## src/rtl/mem_port_arbiter_pkg.sv

```systemverilog
// mem_port_arbiter_pkg: shared types and constants for the I/D memory port arbiter
// Provides arb_state_t, owner encodings, the full-word write mask and WAIT_CYCLES range check.
package mem_port_arbiter_pkg;
  typedef enum logic {IDLE, BUSY} arb_state_t;
  localparam logic OWN_I = 1'b0;
  localparam logic OWN_D = 1'b1;
  localparam logic [3:0] WE_ALL = 4'b1111;
  localparam int WAIT_MIN = 1;
  localparam int WAIT_MAX = 15;
  function automatic bit wait_ok(input int w);
    return w >= WAIT_MIN && w <= WAIT_MAX;
  endfunction
endpackage

```

## src/rtl/mem_port_arbiter_arb_pick.sv

```systemverilog
// arb_pick: one-hot grant selection between fetch (bit 0) and data (bit 1) requests
// Ports: fetch_req, data_req, ptr (owner with priority on a tie) in; gnt[1:0] one-hot out.
// A constant ptr of OWN_D gives fixed D-over-I priority; a registered ptr gives round robin.
module arb_pick
  import mem_port_arbiter_pkg::*;
(
  input  logic       fetch_req,
  input  logic       data_req,
  input  logic       ptr,
  output logic [1:0] gnt
);
  logic win;
  always_comb begin
    win = (fetch_req && data_req) ? ptr : data_req;
    gnt = (fetch_req || data_req) ? (win == OWN_D ? 2'b10 : 2'b01) : 2'b00;
  end
endmodule

```

## src/rtl/mem_port_arbiter.sv

```systemverilog
// mem_port_arbiter: shares one single-port word memory between instruction fetch and data access
// Ports: CLK, RST (sync active-high); I_REQ/I_ADDR -> I_GNT/I_RVALID/I_RDATA;
// D_REQ/D_WE/D_ADDR/D_WDATA -> D_GNT/D_RVALID/D_RDATA; memory side M_ADDR/M_DIN/M_WE, M_DOUT.
// Optional macro MEM_ARB_RR_EN: round-robin between I and D instead of fixed D priority.
module mem_port_arbiter
  import mem_port_arbiter_pkg::*;
#(
  parameter int WAIT_CYCLES = 1,
  parameter int ADDR_W      = 32
) (
  input  logic              CLK,
  input  logic              RST,
  input  logic              I_REQ,
  input  logic [ADDR_W-1:0] I_ADDR,
  output logic              I_GNT,
  output logic              I_RVALID,
  output logic [31:0]       I_RDATA,
  input  logic              D_REQ,
  input  logic              D_WE,
  input  logic [ADDR_W-1:0] D_ADDR,
  input  logic [31:0]       D_WDATA,
  output logic              D_GNT,
  output logic              D_RVALID,
  output logic [31:0]       D_RDATA,
  output logic [ADDR_W-1:0] M_ADDR,
  output logic [31:0]       M_DIN,
  output logic [3:0]        M_WE,
  input  logic [31:0]       M_DOUT
);
  if (!wait_ok(WAIT_CYCLES)) begin : g_wait_chk
    $error("WAIT_CYCLES must be within 1..15");
  end
  arb_state_t        state;
  logic              owner;
  logic              we;
  logic              ptr;
  logic [3:0]        cnt;
  logic [ADDR_W-1:0] addr;
  logic [31:0]       wdata;
  logic [1:0]        gnt;
  logic              take;
  logic              last;
  arb_pick u_pick (
    .fetch_req(I_REQ),
    .data_req (D_REQ),
    .ptr      (ptr),
    .gnt      (gnt)
  );
`ifndef MEM_ARB_RR_EN
  assign ptr = OWN_D;
`endif
  // grants are combinational in IDLE but suppressed while reset is applied
  assign take   = state == IDLE && !RST;
  assign last   = state == BUSY && cnt == 4'd0;
  assign I_GNT  = take && gnt[OWN_I];
  assign D_GNT  = take && gnt[OWN_D];
  assign M_ADDR = state == BUSY ? addr : '0;
  assign M_DIN  = state == BUSY ? wdata : '0;
  // reset in the final cycle must not let a write through
  assign M_WE   = (last && we && !RST) ? WE_ALL : 4'b0000;
  always_ff @(posedge CLK) begin
    if (RST) begin
      state    <= IDLE;
      cnt      <= '0;
      owner    <= OWN_I;
      we       <= 1'b0;
      addr     <= '0;
      wdata    <= '0;
      I_RVALID <= 1'b0;
      D_RVALID <= 1'b0;
      I_RDATA  <= '0;
      D_RDATA  <= '0;
`ifdef MEM_ARB_RR_EN
      ptr      <= OWN_D;
`endif
    end else begin
      I_RVALID <= 1'b0;
      D_RVALID <= 1'b0;
      if (state == IDLE) begin
        if (|gnt) begin
          owner <= gnt[OWN_D];
          addr  <= gnt[OWN_D] ? D_ADDR : I_ADDR;
          we    <= gnt[OWN_D] && D_WE;
          wdata <= D_WDATA;
          cnt   <= 4'(WAIT_CYCLES - 1);
          state <= BUSY;
`ifdef MEM_ARB_RR_EN
          ptr   <= gnt[OWN_D] ? OWN_I : OWN_D;
`endif
        end
      end else if (cnt != 4'd0) begin
        cnt <= cnt - 4'd1;
      end else begin
        state <= IDLE;
        if (owner == OWN_D) begin
          D_RVALID <= 1'b1;
          if (!we) D_RDATA <= M_DOUT;
        end else begin
          I_RVALID <= 1'b1;
          I_RDATA  <= M_DOUT;
        end
      end
    end
  end
endmodule

```

## config.mk

```make
export PLATFORM = sky130hd
export DESIGN_NAME = mem_port_arbiter
export DESIGN_NICKNAME = d
export VERILOG_FILES = /design/src/rtl/mem_port_arbiter_pkg.sv /design/src/rtl/mem_port_arbiter_arb_pick.sv /design/src/rtl/mem_port_arbiter.sv
export SDC_FILE = /design/constraint.sdc
export NUM_CORES = 1
export LEC_CHECK = 0
export CAP_MARGIN = 10
export CORE_ASPECT_RATIO = 1.25
export CORE_MARGIN = 8
export CORE_UTILIZATION = 42
export DETAILED_ROUTE_END_ITERATION = 8
export PLACE_DENSITY = 0.85
export SETUP_SLACK_MARGIN = 0.05
export SYNTH_ARGS = -nofsm -noshare
export SYNTH_HDL_FRONTEND = slang
export SYNTH_SLANG_ARGS = --single-unit
```

## constraint.sdc

```tcl
create_clock -name CLK -period 2.32 [get_ports CLK]
set_input_delay 0.464 -clock CLK [delete_from_list [all_inputs] [get_ports CLK]]
set_output_delay 0.464 -clock CLK [all_outputs]
set_load 0.02 [all_outputs]
```

==> flow_summary.toml <==
[min_path]
hp-start = "wdata[7]"
hold_path_class = "reg2reg"
hold_end = "wdata[7]"
whs_path_depth = 2

[timing]
relSlewSlack = 0.465
layout_setup_ws_ns = 0.135
setup_viol_count_final = 0
finClkSkew_ns = 0.00585
fmax_mhz = 458
min_period_ns = 2.19
worst_pin_slew_ns = 0.803
rsz0062_at_grt = "true"
hold_viol = 0
period_share = 0.942
maxSlewViolCount = 0

[global_route]
grt-ovfl-total = 0
grt_antenna_before_repair = 0
grt_pass1_vias = 5482
grt_max_degree = 79
grt_pass1_wl_um = 28900
grt_usage = 0.204

[synthesis]
yosysSeqAreaShare = 0.473
synth_cell_types = 36
synthCells = 657
yosysWarnings = 0
avgSynthCellArea_um2 = 8.83
ys_ff_latch = 137
mappedNetlistArea_mm2 = 0.00580
synth_nets = 791

[final_layout]
diodes = 0
seqCellArea_mm2 = 0.00274
area_growth_pct = 59.0
drive_above_1_share = 0.0943
fin_area_mm2 = 0.00923
fillerInstances = 1105
final_cell_mix = "clkdlybuf4s50_1, dfxtp_1, nand2_1, dlygate4sd2_1"
layout.nets = 1034
final_common_cell = "clkdlybuf4s50_1"
multiInputGateArea_mm2 = 0.00280

[die]
dieWidth_um = 121
core_mm2 = 0.0136
row_count = 48
die_h_um = 147
io-pin-count = 269
dieArea_mm2 = 0.0179
start_util = 0.426

[worst_setup_path]
r2r-start = "cnt[1]"
timing.rr.end = "I_RDATA[15]"
critPathArrivalTime_ns = 1.72
ff2ff_setup_slack_ns = 0.40
worst_r2r_path_depth = 7
slowest_delay_ns = 0.31
worstPathMaxFanout = 5
cp_cell_sequence = "inv_1 > ha_4 > nand4bb_2 > nor3b_4 > buf_4 > buf_2"
cp-end-kind = "output pin"
crit_slowest_cell = "dfxtp_1"
worstSetupPathType = "reg2out"
worstSetupStartpointType = "register"
critical_path_required_ns = 1.86

[placement]
gp_congestion = 0.777
portBuffers = 268
place_hpwl_um = 13300
dp_slack_ns = -0.0237
placed_area_mm2 = 0.00862

[clock_network]
clk_path_buf_depth = 2
cts_made_buffers = 17
htree_levels = 4
cts_tree = "built"
clk_latency_ns = 0.41
cts.root.buffer_cell = "clkbuf_16"
clk_pin_slew_ns = 0.05
clock_sinks = 137

[power]
p_per_area_mw_per_mm2 = 718
p_leak_nw = 3.94
fin_total_pwr_mw = 6.63
vdd_drop_max_mv = 0.596

[route]
drt_pass1_iterations = 4
wl_per_cell_um = 17.1
drtAntennaViolNets = 0
drtIter0Drc = 407
wl_um = 18600
via_per_inst = 5.02
vias = 5461
drcViolationCount = 0

[run_status]
status = "complete, no violations"

[flow_run]
timing.max_cap.violations = 0
[critical path: cells and delay by family, from the launching register on]
kind,cells,cell delay (ns)
flops,1,0.31
buf+inv,3,0.42
simple gates,2,0.41
fa+ha+maj,1,0.17
[Yosys cell counts]
library cell,count,area share
a211oi_1,33,0.043
clkinv_1,1,0.00065
a31o_2,20,0.030
ha_1,1,0.0022
o21ai_0,14,0.012
o211ai_1,13,0.017
inv_1,4,0.0026
clkbuf_1,43,0.028
nand3b_1,1,0.0013
or2_2,1,0.0011
nor4_1,1,0.0011
buf_4,5,0.0065
nand2_1,110,0.071
o21a_1,1,0.0013
buf_6,2,0.0039
o21bai_1,1,0.0013
or3b_1,1,0.0015
buf_2,9,0.0078
nor3_1,23,0.020
buf_1,4,0.0026
nor3b_1,4,0.0052
and3_1,1,0.0011
nand3_1,1,0.00086
a2bb2oi_1,1,0.0015
or3b_2,1,0.0015
o21ba_2,1,0.0017
nand4bb_1,1,0.0019
nand2b_1,20,0.022
nor2_1,34,0.022
and2_1,64,0.069
nand4b_1,1,0.0015
a21oi_1,37,0.032
a32o_1,1,0.0017
nor2b_1,1,0.0011
mux2i_1,64,0.11
dfxtp_1,137,0.47
[registers in the layout (all words and copies together), names as in the netlist]
| signal | cells |
|---|---|
| addr | 32 |
| D_RVALID | 1 |
| owner | 1 |
| state | 1 |
| wdata | 32 |
| I_RVALID | 1 |
| D_RDATA | 32 |
| I_RDATA | 32 |
| we | 1 |
| cnt | 4 |
[worst max path at each step]
stage / end / from
floorplan: M_WE[1] / cnt[0]
global placement: I_GNT / I_REQ
detailed placement: I_GNT / I_REQ
CTS: M_WE[0] / cnt[0]
global route: M_WE[0] / cnt[1]
finish: M_WE[3] / cnt[1]
[per-layer routing]
metal  part of all wire  vias up  GRT usage
li1                   -     2723          -
met3              0.077       31     0.0679
met5                  0        -          0
met4              0.032        0     0.0977
met1               0.38     2518      0.221
met2               0.51      189      0.350
[stage by stage]
step	std cells	util	hold slack, ns	setup TNS [ns]
floorplan	657	-	0.432	0
global placement	1054	0.632	0.437	-0.00848
detailed placement	1054	0.632	0.442	-0.0237
CTS	1086	0.674	0.450	0
global route	1087	0.677	0.465	0
finish	1087	0.677	0.448	0
[repair_timing]
item | in CTS | in global routing
gates cloned | 0 | 1
setup buffers | 1 | 0
hold buffers | 0 | 0
endpoints found under the setup margin | 70 | 5
pin swaps | 1 | 1
resized for setup | 82 | 2
[power breakdown]
part           switching [mW]  total [mW]  internal [mW]  leakage, nW
sequential             0.0772        2.59           2.51         1.12
combinational           0.542        1.08          0.536         2.50
clock                    1.00        2.96           1.96        0.312
[kinds of logic (layout without fill, tap and decap cells)]
family,Yosys count,count (layout),share of synthesized area
buffers and inverters,68,323,0.0518
multiplexers,64,64,0.110
AND/OR/NAND/NOR,265,265,0.222
flip-flops,137,137,0.473
adder cells (fa/ha/maj),1,1,0.00216
AO/OA/AOI/OAI,122,122,0.141
[final cells by class]
| cell class | instances | area share |
|---|---|---|
| Clock inverter | 11 | 0.0209 |
| Inverter | 5 | 0.00203 |
| Clock buffer | 20 | 0.0495 |
| Sequential cell | 137 | 0.297 |
| Multi-Input combinational cell | 452 | 0.304 |
| Tap cell | 175 | 0.0237 |
| Timing Repair Buffer | 287 | 0.303 |
No activity file was read; power rests on OpenSTA's default activity.
